File: src/rtl/fp_div_iter.sv
// Iterative IEEE-754 single-precision divider (FDIV.S): restoring mantissa
// division at one quotient bit per cycle, round-to-nearest-even, RISC-V fflags.
module fp_div_iter #(
  parameter int ITER = 26
) (
  input  logic        CLK,
  input  logic        RST,
  input  logic        start,
  input  logic [31:0] a,
  input  logic [31:0] b,
  output logic        busy,
  output logic        done,
  output logic [31:0] result,
  output logic [4:0]  flags
);

  localparam logic [31:0] QNAN     = 32'h7FC0_0000;
  localparam logic [4:0]  LAST_CNT = 5'(ITER - 1);

  typedef enum logic [1:0] {S_IDLE, S_CHECK, S_DIV, S_ROUND} state_e;

  state_e            state_q, state_d;
  logic              busy_q, busy_d;
  logic              done_q, done_d;
  logic [31:0]       result_q, result_d;
  logic [4:0]        flags_q, flags_d;
  logic [31:0]       a_q, a_d, b_q, b_d;
  logic [24:0]       rem_q, rem_d;
  logic [23:0]       mb_q, mb_d;
  logic [ITER-1:0]   quo_q, quo_d;
  logic signed [9:0] exp_q, exp_d;
  logic              sign_q, sign_d;
  logic [4:0]        cnt_q, cnt_d;

  // Operand classification; subnormals collapse onto signed zero.
  logic [7:0]        ea, eb;
  logic [22:0]       fa, fb;
  logic [23:0]       ma, mb;
  logic              a_nan, b_nan, a_snan, b_snan, a_inf, b_inf, a_zero, b_zero;
  logic              sign_ab, is_special;
  logic [31:0]       sp_result;
  logic [4:0]        sp_flags;
  logic signed [9:0] exp_n;

  always_comb begin
    ea      = a_q[30:23];
    eb      = b_q[30:23];
    fa      = a_q[22:0];
    fb      = b_q[22:0];
    ma      = {1'b1, fa};
    mb      = {1'b1, fb};
    a_nan   = (ea == 8'hFF) && (fa != 23'd0);
    b_nan   = (eb == 8'hFF) && (fb != 23'd0);
    a_snan  = a_nan && !fa[22];
    b_snan  = b_nan && !fb[22];
    a_inf   = (ea == 8'hFF) && (fa == 23'd0);
    b_inf   = (eb == 8'hFF) && (fb == 23'd0);
    a_zero  = (ea == 8'h00);
    b_zero  = (eb == 8'h00);
    sign_ab = a_q[31] ^ b_q[31];
    exp_n   = $signed({2'b00, ea}) - $signed({2'b00, eb}) + 10'sd127;

    // NOTE: every always_comb output gets a default first so no path can infer a latch.
    is_special = 1'b1;
    sp_result  = 32'd0;
    sp_flags   = 5'd0;
    if (a_nan || b_nan) begin
      sp_result   = QNAN;
      sp_flags[4] = a_snan || b_snan;
    end else if ((a_zero && b_zero) || (a_inf && b_inf)) begin
      sp_result   = QNAN;
      sp_flags[4] = 1'b1;
    end else if (a_inf) begin
      sp_result = {sign_ab, 8'hFF, 23'd0};
    end else if (b_zero) begin
      sp_result   = {sign_ab, 8'hFF, 23'd0};
      sp_flags[3] = 1'b1;
    end else if (b_inf || a_zero) begin
      sp_result = {sign_ab, 31'd0};
    end else begin
      is_special = 1'b0;
    end
  end

  // One restoring step: the remainder stays below 2*mb, so the difference fits 24 bits.
  logic        qbit;
  logic [24:0] diff;

  always_comb begin
    qbit = (rem_q >= {1'b0, mb_q});
    diff = qbit ? (rem_q - {1'b0, mb_q}) : rem_q;
  end

  logic [23:0]       mant;
  logic              g_bit, r_bit, sticky, round_up;
  logic [24:0]       mant_r;
  logic signed [9:0] exp_r;

  always_comb begin
    mant     = quo_q[ITER-1 -: 24];
    g_bit    = quo_q[1];
    r_bit    = quo_q[0];
    sticky   = |rem_q;
    round_up = g_bit & (r_bit | sticky | mant[0]);
    mant_r   = {1'b0, mant} + {24'd0, round_up};
    exp_r    = exp_q + (mant_r[24] ? 10'sd1 : 10'sd0);
  end

  always_ff @(posedge CLK) begin
    if (RST) state_q <= S_IDLE;
    else     state_q <= state_d;
  end

  always_comb begin
    state_d = state_q;
    unique case (state_q)
      S_IDLE:  if (start) state_d = S_CHECK;
      S_CHECK: state_d = is_special ? S_IDLE : S_DIV;
      S_DIV:   if (cnt_q == LAST_CNT) state_d = S_ROUND;
      S_ROUND: state_d = S_IDLE;
      default: state_d = S_IDLE;
    endcase
  end

  always_comb begin
    busy_d   = busy_q;
    done_d   = 1'b0;
    result_d = result_q;
    flags_d  = flags_q;
    a_d      = a_q;
    b_d      = b_q;
    rem_d    = rem_q;
    mb_d     = mb_q;
    quo_d    = quo_q;
    exp_d    = exp_q;
    sign_d   = sign_q;
    cnt_d    = cnt_q;
    unique case (state_q)
      S_IDLE: begin
        if (start) begin
          a_d    = a;
          b_d    = b;
          busy_d = 1'b1;
        end
      end
      S_CHECK: begin
        sign_d = sign_ab;
        if (is_special) begin
          result_d = sp_result;
          flags_d  = sp_flags;
          done_d   = 1'b1;
          busy_d   = 1'b0;
        end else begin
          mb_d  = mb;
          quo_d = '0;
          cnt_d = 5'd0;
          // Pre-normalise so the first quotient bit is always 1.
          if (ma < mb) begin
            rem_d = {ma, 1'b0};
            exp_d = exp_n - 10'sd1;
          end else begin
            rem_d = {1'b0, ma};
            exp_d = exp_n;
          end
        end
      end
      S_DIV: begin
        rem_d = {diff[23:0], 1'b0};
        quo_d = {quo_q[ITER-2:0], qbit};
        cnt_d = cnt_q + 5'd1;
      end
      S_ROUND: begin
        done_d = 1'b1;
        busy_d = 1'b0;
        if (exp_r >= 10'sd255) begin
          result_d = {sign_q, 8'hFF, 23'd0};
          flags_d  = 5'b00101;
        end else if (exp_r <= 10'sd0) begin
          result_d = {sign_q, 31'd0};
          flags_d  = 5'b00011;
        end else begin
          result_d = {sign_q, exp_r[7:0], mant_r[22:0]};
          flags_d  = {4'd0, g_bit | r_bit | sticky};
        end
      end
      default: ;
    endcase
  end

  always_ff @(posedge CLK) begin
    if (RST) begin
      busy_q   <= 1'b0;
      done_q   <= 1'b0;
      result_q <= 32'd0;
      flags_q  <= 5'd0;
    end else begin
      busy_q   <= busy_d;
      done_q   <= done_d;
      result_q <= result_d;
      flags_q  <= flags_d;
    end
  end

  // NOTE: the datapath is left unreset; it is always reloaded in CHECK before it is read.
  always_ff @(posedge CLK) begin
    a_q    <= a_d;
    b_q    <= b_d;
    rem_q  <= rem_d;
    mb_q   <= mb_d;
    quo_q  <= quo_d;
    exp_q  <= exp_d;
    sign_q <= sign_d;
    cnt_q  <= cnt_d;
  end

  assign busy   = busy_q;
  assign done   = done_q;
  assign result = result_q;
  assign flags  = flags_q;

endmodule

File: config.mk
export PLATFORM = sky130hd
export DESIGN_NAME = fp_div_iter
export DESIGN_NICKNAME = d
export VERILOG_FILES = /design/src/rtl/fp_div_iter.sv
export SDC_FILE = /design/constraint.sdc
export NUM_CORES = 1
export LEC_CHECK = 0
export ABC_AREA = 1
export CAP_MARGIN = 20
export CORE_MARGIN = 2
export CORE_UTILIZATION = 30
export CTS_CLUSTER_DIAMETER = 60
export DETAILED_ROUTE_END_ITERATION = 10
export DONT_BUFFER_PORTS = 1
export GPL_TIMING_DRIVEN = 0
export SLEW_MARGIN = 10
export SYNTH_ARGS = -nofsm -noshare
export SYNTH_HDL_FRONTEND = slang
export SYNTH_SLANG_ARGS = --single-unit
File: constraint.sdc
create_clock -name CLK -period 4 [get_ports CLK]
set_clock_uncertainty 0.2 [all_clocks]
set_input_delay 0.6 -clock CLK [delete_from_list [all_inputs] [get_ports CLK]]
set_output_delay 0.6 -clock CLK [all_outputs]
set_load 0.005 [all_outputs]
======== Word level (Yosys, flattened, before mapping) ========
Index checks and enable logic that the tools add are counted.
storage, ports and cells
  bits in registers ....................... 195
  input port bits ......................... 67
  output and inout bits ................... 39
  logic and storage cells ................. 115
operators by class
  add/subtract/negate cells ............... 7
  order comparisons ....................... 4
  equal/unequal tests ..................... 10
  muxes and demuxes ....................... 43
  bitwise logic cells ..................... 7
  reduce and logical (&&, ||, !) cells .... 31
operators by type and width
  cell                                                             number
  2-to-1 mux 32 bit                                                6
  case mux 32 bit (2 select lines)                                 1
  2-to-1 mux 31 bit                                                2
  case mux 26 bit (2 select lines)                                 1
  2-to-1 mux 25 bit                                                2
  case mux 25 bit (2 select lines)                                 1
  logical NOT 23 bit                                               2
  nonzero test 23 bit                                              2
  2-to-1 mux 26 bit                                                1
  adder 24 x 1 -> 25 bit                                           1
  >= comparator 25 x 24 -> 1 bit                                   1
  OR reduction 25 bit                                              1
  less-than comparator 24 bit                                      1
  2-to-1 mux 24 bit                                                1
  subtractor 24 bit                                                1
  case mux 5 bit (2 select lines)                                  2
  == test 8 bit, second input constant                             2
  logical NOT 8 bit                                                2
  2-to-1 mux 1 bit                                                 15
  adder 10 x 2 -> 10 bit                                           1
  adder 9 x 8 -> 10 bit, second input constant                     1
  >= comparator 10 x 9 -> 1 bit, second input constant             1
  less-or-equal comparator 10 x 1 -> 1 bit, second input constant  1
  2-to-1 mux 10 bit                                                1
  25 further kinds                                                 52

======== Logic depth before layout (Yosys ltp) ========
  depth after elaboration ................. 11
  gate-level depth with buffers ........... 22
  gate-level depth less buffers ........... 22

======== Least setup slack after synthesis ========
Ideal clock, no wire load.
  path type ............................... register to register
  start point ............................. register quo_q[1]
  end point ............................... register result_q[16] (netlist: result[16])
  library setup time ...................... 132 ps
  arrival time ............................ 3,025 ps
  required time ........................... 3,668 ps
  setup slack ............................. 643 ps
  stages on the path, launching flop included .. 22
  path buffers ............................ 1
  clock period less this slack ............ 3,357 ps
  path through ............................ edfxtp_1 nand2_1 inv_1 ha_1 nand4_1 nor4_1 nand4_1 nor4_1 ha_1 ha_1 nand3_1 nor2_2 inv_1 nand2_1 nand2_1 nor2_2 nand3_4 nand3_2 nor2_4 buf_6 nand2_1 a21oi_1
between the ends
  word-level cells in the longest chain between the ends .. 8
  elaborated cells on any way between the ends .. 9
  classes of those cells .................. add/sub (2); order compare (2); mux (4); bitwise (1)
ends and longest elaborated chain
  element                                   RTL line  source
  start: declaration                        30        logic [ITER-1:0] quo_q, quo_d;
  start signal: assignment                  210       quo_q <= quo_d;
  AND 1 bit *                               104       round_up = g_bit & (r_bit | sticky | mant[0]);
  adder 24 x 1 -> 25 bit *                  105       mant_r = {1'b0, mant} + {24'd0, round_up};
  2-to-1 mux 1 bit                          106       exp_r = exp_q + (mant_r[24] ? 10'sd1 : 10'sd0);
  adder 10 x 2 -> 10 bit                    106
  less-or-equal comparator 10 x 1 -> 1 bit  178       end else if (exp_r <= 10'sd0) begin
  2-to-1 mux 31 bit                         178
  2-to-1 mux 31 bit *                       175       if (exp_r >= 10'sd255) begin
  case mux 32 bit (2 select lines) *        138       unique case (state_q)
  end signal: assignment                    199       result_q <= result_d;
  end: declaration                          25        logic [31:0] result_q, result_d;
Mark *: on every way between the ends. The rest lies on a longest branch, timed or not.
A chain may end at the register's enable or synchronous reset.

======== Worst setup path in the final report ========
  start point ............................. register quo_q[1]
  end point ............................... register result_q[5] (netlist: result[5])
Same word-level chain as after synthesis.

==> out/metrics.cfg <==
[outcome]
status = complete, no violations

[cells_and_area]
drive_above_1_share = 0.06361
diodes = 0
layout.nets = 1688
fin_area_mm2 = 0.01335
fin_util = 0.3447
fill_cells = 4111
syn_to_final_growth_pct = 13.27

[timing]
fmax_ghz = 0.2596
final-setup-viol-count = 0
slew_viol_final = 0
tightest_slew_ps = 815.2
finalCriticalPeriod_ps = 3852
fin_crit_sh = 0.9630
maxSlewHeadroom = 0.4565
finalHoldViolCount = 0
grt_setup_unrepaired = true

[worst_setup_path]
worstRegToRegCells = 21
cp_common_cell = nand2_1
setup.worst_path.end_class = register
crit_fanout = 7
r2r-start = quo_q[1]
crit_required_ps = 4130
critPathLaunchType = register
crit_chain = nand2_2, inv_2, ha_4, nand4_1, nor4_4, nand4_1, nor4_4, ha_2, ha_4, nand3_1, nor2_2, nand2_1, nand2_1, nand2_1, nor2_4, nand3_4, nand3_2, nor2_4, buf_4, nand2_1, a21oi_1
cp_slowest_cell = edfxtp_1
slowest_delay_ps = 370
path_class = reg2reg
reg2reg_slack_ps = 150
rr_endpoint = result[5]
worstPathArrival_ps = 3980

[hold_path]
whs_endpoint = b_q[20]
hp-class = in2reg
worstHoldStart = b[20]
min_path_cells = 0

[logic_synthesis]
avgSynthCellArea_um2 = 7.818
synth_edf_count = 154
yosysUniqueCellTypes = 40
postSynthCellCount = 1508
yosys.area.top_type = edfxtp_1
ys_seq_area_frac = 0.4619
yosys_most_used_dff = edfxtp_1
synthTopCellsByCount = 390 x nand2_1, 248 x inv_1, 168 x nor2_1
synthArstFlopShare = 0
synth_top_cell_area_share = 0.3923
syn_area_mm2 = 0.01179
ys_warn_count = 0
yosysMostFrequentCell = nand2_1
syn_nets = 1637
ys_ff_latch = 195
synth.area.top_cells = edfxtp_1 39%, nand2_1 12%, inv_1 7.9%

[clock_network]
cts_buffers = 17
clk_pin_slew_ps = 80
h-tree-depth = 4
tritoncts = yes
ctsRootBufferMaster = clkbuf_16
clock_latency_ps = 460
clock-sinks = 195
cts_buffer_depth = 2

[routing]
via_count = 9882
met3_length_mm = 1.424
wl_met1_mm = 14.27
totalWireLength_mm = 30.12
detail-route-antenna-nets = 0
remaining_drc_errors = 0
routedWlPerCell_um = 14.41
vias_per_cell = 4.728
dr.pass1.iters = 5
highest_layer = met4
drtIter0Drc = 588
wl_met2_mm = 13.77

[power_and_ir_drop]
p_leak_nw = 5.941
irDropWorstVdd_v = 0.0003485
powerDensity_mw_per_mm2 = 429.8

[grt]
antenna_found_initial = 0
grt_usage = 0.1511
grt_pass1_vias = 9534
grt_max_degree = 65
grt.overflow.total = 0
grt_pass1_wl_mm = 48.90

[place]
gp_congestion = 0.9298
numPortBuffers = 0
dpl.hpwl_mm = 23.58
placed_area_mm2 = 0.01245

[die]
die_y_um = 202.2
initial_core_util = 0.3043
row_count = 72
io_pins = 106
die-area_mm2 = 0.04090
dieWidth_um = 202.2
core_region_area_mm2 = 0.03874

[job]
drv_cap = 0

[metrics by stage]
stage / TNS [ps] / total power, W / hold slack, ps / setup WS [ps] / cells
finish: 0 / 0.005739 / 34.66 / 147.9 / 2090
global route: -1274 / 0.006102 / 5.452 / -75.93 / 2090
CTS: 0 / 0.005750 / 0.1250 / 31.20 / 2070
detailed placement: -7200 / 0.004057 / 241.8 / -316.3 / 2026
global placement: -12590 / 0.004039 / 246.4 / -206.5 / 2026
floorplan: 0 / 0.003675 / 226.4 / 642.9 / 1508
[layout by cell type (no fill, tap or decap), types with 8 or more instances in the layout]
cell type,netlist,final
nand2_1,390,388
inv_1,248,245
nor2_1,168,167
edfxtp_1,154,154
nand3_1,126,126
a21oi_1,91,90
ha_1,60,57
nand4_1,45,45
o21ai_0,45,45
dfxtp_1,41,41
buf_4,4,23
xor2_1,18,18
clkbuf_16,0,18
clkbuf_1,15,17
nor3_1,15,15
o211ai_1,13,13
xnor2_1,12,12
dlygate4sd3_1,0,11
buf_2,8,8
[cells by family after synthesis]
| family | Yosys count | synth area share |
|---|---|---|
| simple gates | 772 | 0.2801 |
| buf+inv | 284 | 0.09382 |
| flops | 195 | 0.4619 |
| compound gates | 165 | 0.07483 |
| fa+ha+maj | 62 | 0.06708 |
| xor+xnor | 30 | 0.02229 |
[per-layer routing]
layer | track usage | up-vias
met1 | 0.2014 | 4564
met5 | 0 | -
li1 | - | 5039
met4 | 0.05266 | 0
met2 | 0.2450 | 244
met3 | 0.02951 | 35
[flip-flops by register name (all words and copies together), names as in the netlist, named ones only]
signal	flops
a_q	32
b_q	32
result	32
quo_q	26
rem_q	25
mb_q	23
exp_q	10
cnt_q	5
flags	5
busy	1
done	1
sign_q	1
state_q	1
[area by class of cell]
cell class,instances,area [µm²],area share
timing repair buffer,31,264.0,0.01977
sequential,195,5445,0.4078
clock buffer,21,471.7,0.03533
tap,518,648.1,0.04854
multi-input combinational,1030,5326,0.3989
buffer,31,156.4,0.01171
clock inverter,11,88.84,0.006653
inverter,253,952.2,0.07131
[power breakdown]
part,switching (W),internal [W]
clock,0.000807,0.000865
sequential,0.000139,0.00244
combinational,0.000992,0.000491
total,0.00194,0.00380
[worst max-delay path by stage]
stage | start | to | slack [ps] | depth (start not counted)
floorplan | quo_q[1] | result[16] | 640 | 21
global placement | quo_q[1] | result[16] | -210 | 20
detailed placement | quo_q[1] | result[16] | -320 | 20
CTS | quo_q[1] | result[16] | 30 | 20
global route | quo_q[1] | flags[0] | -80 | 22
finish | quo_q[1] | result[5] | 150 | 21
[critical path: cells and delay by family (launching register included)]
family / cells / cell delay [ps]
simple gates: 15 / 2250
fa+ha+maj: 3 / 600
flops: 1 / 370
buf+inv: 2 / 230
compound gates: 1 / 60
[timing repair]
| item | CTS | global route |
|---|---|---|
| gates resized for setup | 3 | 13 |
| setup buffers | 1 | 18 |
| endpoints found under the hold margin | 11 | 0 |
| endpoints found under the setup margin | 32 | 32 |
| hold buffers | 11 | 0 |
| pin swaps | 1 | 8 |
| cloned | 0 | 2 |
Power figures use the tool's default switching activity.
